<file path="src/rtl/inst_fetch_unit_pkg.sv">
// inst_fetch_unit_pkg: shared widths and PC alignment helper for the fetch unit
package inst_fetch_unit_pkg;
  localparam int INST_ADD_WIDTH = 32;
  localparam int INST_WIDTH = 32;
  function automatic logic misaligned(input logic [1:0] lo);
    return |lo;
  endfunction
endpackage

</file>
<file path="src/rtl/inst_fetch_unit_fetch_wait_timer.sv">
// inst_fetch_unit_fetch_wait_timer: memory-wait counter with terminal count at WAIT_LIMIT-1
// clk_i/rst_ni clock and async active-low reset; clr_i zeroes the count;
// en_i counts one waiting cycle; tc_o flags the last allowed waiting cycle.
module inst_fetch_unit_fetch_wait_timer #(
  parameter int WAIT_LIMIT = 255
) (
  input  logic clk_i,
  input  logic rst_ni,
  input  logic clr_i,
  input  logic en_i,
  output logic tc_o
);
  localparam int W = (WAIT_LIMIT > 1) ? $clog2(WAIT_LIMIT) : 1;
  localparam logic [W-1:0] TC = W'(WAIT_LIMIT - 1);
  logic [W-1:0] cnt_q, cnt_d;
  always_comb cnt_d = clr_i ? '0 : en_i ? cnt_q + 1'b1 : cnt_q;
  always_ff @(posedge clk_i or negedge rst_ni)
    if (!rst_ni) cnt_q <= '0;
    else cnt_q <= cnt_d;
  assign tc_o = (cnt_q == TC);
endmodule

</file>
<file path="src/rtl/inst_fetch_unit.sv">
// inst_fetch_unit: multi-cycle instruction fetch between PC and a handshaked instruction memory
// In:  clk_i, rst_ni, pc_i, fetch_en_i, flush_i, err_clr_i, mem_ack_i, mem_rdata_i, inst_ready_i
// Out: mem_req_o, mem_addr_o, inst_o, pc_out_o, inst_valid_o, busy_o, fetch_err_o
module inst_fetch_unit
  import inst_fetch_unit_pkg::*;
#(
  parameter int ADDR_W = INST_ADD_WIDTH,
  parameter int DATA_W = INST_WIDTH,
  parameter int WAIT_LIMIT = 255
) (
  input  logic              clk_i,
  input  logic              rst_ni,
  input  logic [ADDR_W-1:0] pc_i,
  input  logic              fetch_en_i,
  input  logic              flush_i,
  input  logic              err_clr_i,
  output logic              mem_req_o,
  output logic [ADDR_W-1:0] mem_addr_o,
  input  logic              mem_ack_i,
  input  logic [DATA_W-1:0] mem_rdata_i,
  output logic [DATA_W-1:0] inst_o,
  output logic [ADDR_W-1:0] pc_out_o,
  output logic              inst_valid_o,
  input  logic              inst_ready_i,
  output logic              busy_o,
  output logic              fetch_err_o
);
  typedef enum logic [1:0] {S_IDLE, S_REQ, S_DRAIN, S_HOLD} state_t;
  state_t state_q;
  logic [ADDR_W-1:0] addr_q, pc_out_q;
  logic [DATA_W-1:0] inst_q;
  logic err_q, waiting, tc, timeout, accept, start, bad_pc;
  assign waiting = (state_q == S_REQ) || (state_q == S_DRAIN);
  assign timeout = waiting && tc && !mem_ack_i;
  assign accept = !flush_i && fetch_en_i && ((state_q == S_IDLE) || (state_q == S_HOLD && inst_ready_i));
  assign bad_pc = accept && misaligned(pc_i[1:0]);
  assign start = accept && !bad_pc;
  inst_fetch_unit_fetch_wait_timer #(.WAIT_LIMIT(WAIT_LIMIT)) u_timer (
    .clk_i (clk_i),
    .rst_ni(rst_ni),
    .clr_i (start),
    .en_i  (waiting),
    .tc_o  (tc)
  );
  always_ff @(posedge clk_i or negedge rst_ni) begin
    if (!rst_ni) begin
      state_q  <= S_IDLE;
      addr_q   <= '0;
      pc_out_q <= '0;
      inst_q   <= '0;
      err_q    <= 1'b0;
    end else begin
      err_q <= (bad_pc || timeout) ? 1'b1 : err_clr_i ? 1'b0 : err_q;
      if (start) addr_q <= pc_i;
      case (state_q)
        S_IDLE: if (start) state_q <= S_REQ;
        S_REQ: begin
          if (mem_ack_i && !flush_i) begin
            inst_q   <= mem_rdata_i;
            pc_out_q <= addr_q;
            state_q  <= S_HOLD;
          end else if (mem_ack_i || timeout) state_q <= S_IDLE;
          else if (flush_i) state_q <= S_DRAIN;
        end
        S_DRAIN: if (mem_ack_i || timeout) state_q <= S_IDLE;
        default: if (flush_i || inst_ready_i) state_q <= start ? S_REQ : S_IDLE;
      endcase
    end
  end
  assign mem_req_o    = waiting;
  assign mem_addr_o   = addr_q;
  assign inst_o       = inst_q;
  assign pc_out_o     = pc_out_q;
  assign inst_valid_o = (state_q == S_HOLD);
  assign busy_o       = (state_q != S_IDLE);
  assign fetch_err_o  = err_q;
endmodule

</file>
<file path="config.mk">
export PLATFORM = sky130hd
export DESIGN_NAME = inst_fetch_unit
export DESIGN_NICKNAME = d
export VERILOG_FILES = /design/src/rtl/inst_fetch_unit_pkg.sv /design/src/rtl/inst_fetch_unit_fetch_wait_timer.sv /design/src/rtl/inst_fetch_unit.sv
export SDC_FILE = /design/constraint.sdc
export NUM_CORES = 1
export LEC_CHECK = 0
export CORE_MARGIN = 5
export CORE_UTILIZATION = 28
export DETAILED_ROUTE_END_ITERATION = 7
export DONT_BUFFER_PORTS = 1
export PLACE_DENSITY = 0.47
export SLEW_MARGIN = 20
export SYNTH_ARGS = -nofsm -noshare
export SYNTH_HDL_FRONTEND = slang
export SYNTH_SLANG_ARGS = --single-unit
export TNS_END_PERCENT = 100
</file>
<file path="constraint.sdc">
create_clock -name clk_i -period 2.2 [get_ports clk_i]
set_input_delay 0.44 -clock clk_i [delete_from_list [all_inputs] [get_ports clk_i]]
set_output_delay 0.44 -clock clk_i [all_outputs]
set_load 0.01 [all_outputs]
</file>
Word-level counts from Yosys, hierarchy flattened
Cells that the tools add are included.

Add/subtract/negate cells: 1. Equal/unequal tests: 7. Muxes and demuxes: 12. Reduce and logical (&&, ||, !) cells: 24.

Operators with widths (number): $mux W8 (2); $mux W2 (6); $add A8 B1 Y8 const B (1); $eq A8 B8 Y1 const B (1); $logic_and A1 B1 Y1 (8); $pmux W2 S3 (1); $reduce_bool A2 Y1 (3); $logic_or A1 B1 Y1 (5); $eq A2 B2 Y1 const B (2); $ne A4 B2 Y1 const B (1); $reduce_and A4 Y1 (1); $reduce_bool A4 Y1 (1); $logic_not A1 Y1 (3); $mux W1 (3); $eq A2 B1 Y1 const B (1); $logic_not A2 Y1 (1); $ne A2 B1 Y1 const B (1); $ne A2 B2 Y1 const B (1); $reduce_and A2 Y1 (1); $reduce_or A2 Y1 (1).

Register bits: 107. Input port bits: 71. Output and inout bits: 100. Word-level logic and storage cells: 50.

Logic depth before layout (Yosys ltp)
Gate-level depths: netlist of the first run.

Depth in word-level cells: 10. Gate-level depth with buffers: 7. Gate-level depth less buffers: 6.

Hierarchy
A second synthesis of the first run with hierarchy kept.

Cell total of the unflattened synthesis: 276. Area total of the unflattened synthesis: 4235.3 um^2.

By module, submodules not included: inst_fetch_unit (instances 1, cells an instance 235, area each 3824.9 um^2, sequential area each 2477.4 um^2); inst_fetch_unit_fetch_wait_timer (instances 1, cells an instance 41, area each 410.4 um^2, sequential area each 200.2 um^2).

Worst setup path after synthesis of the first run
Ideal clock, no wire load.

Kind: flip-flop to flip-flop. Start: register state_q[0]. End: register state_q[0]. Setup time: 0.125 ns. Data arrival time: 1.806 ns. Required time: 2.075 ns. Path slack: 0.269 ns. Stages on the path, launching flop included: 8. Buffers on the path: 1. Period minus slack after synthesis: 1.931 ns. Path through: dfrtp_1 > inv_1 > ha_1 > clkbuf_1 > nand4_1 > nor2_1 > o31ai_1 > mux2_2.

Elaborated cells on any way between the ends: 24. Classes of those cells: eq/ne: 6; mux: 5; reduce/logical: 13.

RTL lines: from (decl) (RTL line inst_fetch_unit.sv:29) `state_t state_q;`; from (signal assigned) (RTL line inst_fetch_unit.sv:66) `default: if (flush_i || inst_ready_i) state_q <= start ? S_REQ : S_IDLE;`; $eq A2 B1 Y1 or $eq A2 B2 Y1 (tied branches) (RTL line inst_fetch_unit.sv:33) `assign waiting = (state_q == S_REQ) || (state_q == S_DRAIN);`; $logic_or A1 B1 Y1 * (RTL line inst_fetch_unit.sv:33); via mem_req_o (RTL line inst_fetch_unit.sv:17) `output logic mem_req_o,`; $logic_and A1 B1 Y1 * (2 in series) (RTL line inst_fetch_unit.sv:34) `assign timeout = waiting && tc && !mem_ack_i;`; $logic_or A1 B1 Y1 * (RTL line inst_fetch_unit.sv:62, inst_fetch_unit.sv:65); $mux W2 (RTL line inst_fetch_unit.sv:62) `end else if (mem_ack_i || timeout) state_q <= S_IDLE;`; $mux W2 (RTL line inst_fetch_unit.sv:58) `if (mem_ack_i && !flush_i) begin`; $pmux W2 S3 (RTL line inst_fetch_unit.sv:55) `case (state_q)`.

The timed path passes the listed nets; every way through them passes the cells marked *. The select of a mux whose other input is x is not followed. A chain may end at the register's enable or synchronous reset.

Worst setup path in the final report of the first run
Ends and elaborated chain as after synthesis.

==> impl_metrics.csv, run 1 <==
group,metric,value,unit
power,p_int,0.004582,W
floorplan,die_area,17680,um^2
floorplan,start_util,0.2816,
power,ir_worst_vdd,0.5963,mV
sta,finalHoldViolations,107,
sta,period_share,0.8937,
drt,wl,8872,um
cells_and_area,finalNetCount,355,
sta,slew_violations,0,
global_routing,use_met1,0.1107,
sta,final.min_clock_period,1.966,ns
placed_design,hpwl,6004,um
global_routing,antenna_found_initial,0,
drt,drt-initial-drc-count,96,
power,leakage,2.090,nW
floorplan,io_pins,171,
sta,setup_viol,0,
cells_and_area,multi_input_area,1455,um^2
drt,first_pass_iters,3,
clocking,cts_tree,"yes",
power,swShare,0.3504,
sta,slew_headroom,0.6929,
placed_design,gp_congestion,0.6946,
clocking,cts.sinks,107,
yosys,ys_seq_area_frac,0.6324,
floorplan,num_rows,45,
sta,fin_setup_tns,0,ns
clocking,cts_buffer_depth,2,
yosys,synthArstFlopShare,1.000,
cells_and_area,seq_area,2678,um^2
drt,vias,2235,
cells_and_area,final_common_cell,"dfrtp_1",
power,p_per_area,1491,nW/um^2
power,power_frac_clock,0.224,
drt,drc,0,
cells_and_area,nFillCells,1489,
floorplan,dieWidth,133.0,um
worst_setup_path,criticalPathCategory,"flip-flop to flip-flop",
clocking,postCtsSetupRepairBufs,0,
global_routing,grt_util_met2,0.1560,
placed_design,port_buffers,0,
power,combPwrFrac,0.206,
run,cap_violations,0,
sta,skew,0.008408,ns
floorplan,fp.dieH,133.0,um
outcome,status,"finished with violations",
worst_setup_path,slowest_stage,"dfrtp_1",
worst_setup_path,start_kind,"flip-flop",
sta,rsz0062_at_grt,"no",
cells_and_area,fin_area,4732,um^2
outcome,violations,"hold timing",
worst_setup_path,cp_num_buf_inv,1,
drt,wl_per_cell,18.88,um
drt,via_per_inst,4.755,
cells_and_area,layout_common_cells,"107 x dfrtp_1, 96 x mux2_2, 10 x nor2_1",
yosys,synth_cell_types,27,
global_routing,grt_first_pass_wirelength,14150,um
clocking,htree_levels,3,
sta,worst_pin_slew,0.4490,ns
worst_setup_path,cp_max_fo,5,
worst_setup_path,arrival,2.20,ns
global_routing,grt_max_degree,108,
global_routing,grt_util_all_layers,0.1026,
yosys,synth-main-ff-cell,"dfrtp_1",
floorplan,core,15030,um^2
global_routing,busiest_layer,"met2",
worst_setup_path,required,2.44,ns
worst_setup_path,crit_family,"flip-flops",
worst_setup_path,path_cells,"inv_1 > ha_1 > nand4_1 > nor2_1 > o31ai_1 > mux2_2",
clocking,post_cts_resized,0,
cells_and_area,drive_gt1_frac,0.4220,
clocking,clockRootBuffer,"clkbuf_16",
sta,fmax,508.6,MHz
power,switchingPower,0.002471,W
yosys,syn_nets,353,
worst_setup_path,slowest_delay,0.43,ns
drt,ant_nets,0,
clocking,clk_pin_slew,0.08,ns
yosys,avgSynthCellArea,15.40,um^2
clocking,clk_latency,0.35,ns
sta,whs,-0.2198,ns
cells_and_area,antenna_cells,0,
yosys,synth_seq_cells,107,
global_routing,use_met3,0.07224,
clocking,cts_buffers,9,
global_routing,grt_overflow_total,0,
power,seq_power_share,0.569,
yosys,netlist_area,4234,um^2
yosys,syn_inst,275,
worst_hold_path,hp-class,"primary input to asynchronous set/reset pin",
worst_setup_path,endpoint_kind,"flip-flop",
yosys,synth_edf_count,0,
global_routing,grt_pass1_vias,2468,
cells_and_area,area_growth_syn_to_layout,11.76,%
placed_design,postPlaceCellArea,4442,um^2
yosys,ys.warnings.count,0,
## worst paths after layout
path	slack [ns]	startpoint	cells after the start	endpoint
min in group clk_i	0.23	mem_rdata_i[13]	1	inst_o[13]$_DFFE_PN0P_
max in group asynchronous	2.27	rst_ni	0	pc_out_o[0]$_DFFE_PN0P_
max	0.23	state_q[0]$_DFFE_PN0P_	6	state_q[0]$_DFFE_PN0P_
min	-0.22	rst_ni	0	pc_out_o[12]$_DFFE_PN0P_
min reg2reg	0.56	u_timer.cnt_q[7]$_DFFE_PN0P_	2	u_timer.cnt_q[7]$_DFFE_PN0P_
max reg2reg	0.23	state_q[0]$_DFFE_PN0P_	6	state_q[0]$_DFFE_PN0P_
## worst register-to-register path, cell delays in order, from the launching register on
cell     delay, ns
dfrtp_1       0.43
inv_1         0.09
ha_1          0.40
nand4_1       0.15
nor2_1        0.06
o31ai_1       0.35
mux2_2        0.38
## kinds of logic (layout without fill, tap and decap cells)
logic type,Yosys count,after routing,share of synthesized area
flip-flops,107,107,0.6324
AO/OA/AOI/OAI,11,11,0.01684
multiplexers,97,97,0.2577
buffers and inverters,19,26,0.02453
XOR/XNOR,5,5,0.01034
AND/OR/NAND/NOR,29,29,0.03753
adder cells (fa/ha/maj),7,7,0.02068
## layout make-up
| class | instances | share of cell area |
|---|---|---|
| flip-flops and latches | 107 | 0.5658 |
| multi-input cells | 149 | 0.3075 |
| well taps | 188 | 0.04971 |
| clock buffers | 9 | 0.04759 |
| clock inverters | 7 | 0.01375 |
| repair buffers | 3 | 0.01005 |
| inverters | 7 | 0.005553 |
## power by group through the flow
stage	Sequential (W)	Combinational (W)	Clock [W]
global placement	0.00409	0.00141	0
global route	0.00416	0.00163	0.00175
detailed placement	0.00409	0.00148	0
finish	0.00402	0.00146	0.00158
floorplan	0.00379	0.00128	0
CTS	0.00406	0.00149	0.00166
## metal layers
layer  part of all wire  vias up  routed length [um]
met5                  0        -                   0
met2               0.46      110                4118
met3               0.14       13                1262
met4              0.019        0                 170
met1               0.37     1147                3321
li1                   -      965                   -
## per-stage QoR
stage                     setup slack, ns    util  cells  hold WS (ns)  power (W)
after detailed placement           0.2116  0.2955    454        0.1490   0.005571
after CTS                          0.1877  0.3148    470       -0.2441   0.007208
after floorplan                    0.2694       -    275        0.1444   0.005063
after global placement             0.2042  0.2955    454        0.1489   0.005499
final                              0.2338  0.3148    470       -0.2198   0.007054
after global routing              0.07858  0.3148    470       -0.2530   0.007534
## cell usage after synthesis (all sizes together) (2+ instances only)
| library cell | count | area share |
|---|---|---|
| a21oi | 4 | 0.0056 |
| mux2 | 96 | 0.26 |
| o21ai | 3 | 0.0035 |
| inv | 7 | 0.0062 |
| xor2 | 3 | 0.0062 |
| xnor2 | 2 | 0.0041 |
| dfrtp | 107 | 0.63 |
| nor2 | 11 | 0.012 |
| nor3 | 2 | 0.0024 |
| nand2 | 4 | 0.0035 |
| nor2b | 3 | 0.0044 |
| or3 | 2 | 0.0030 |
| nand4 | 4 | 0.0059 |
| buf | 11 | 0.017 |
| ha | 7 | 0.021 |
## registers in the layout (all words and copies together) (netlist names)
| name | count |
|---|---|
| u_timer.cnt_q | 8 |
| inst_o | 32 |
| pc_out_o | 32 |
| state_q | 2 |
| mem_addr_o | 32 |
| fetch_err_o | 1 |
(Power assumes the default switching activity.)
==> inputs of run 2 (changes only) <==
--- a/config.mk
+++ b/config.mk
@@ -10,7 +10,6 @@
 export DETAILED_ROUTE_END_ITERATION = 7
 export DONT_BUFFER_PORTS = 1
 export PLACE_DENSITY = 0.47
-export SLEW_MARGIN = 20
 export SYNTH_ARGS = -nofsm -noshare
 export SYNTH_HDL_FRONTEND = slang
 export SYNTH_SLANG_ARGS = --single-unit
==> results of run 2 <==
No change in the layout: final DEF, timing and power equal those of run 1.
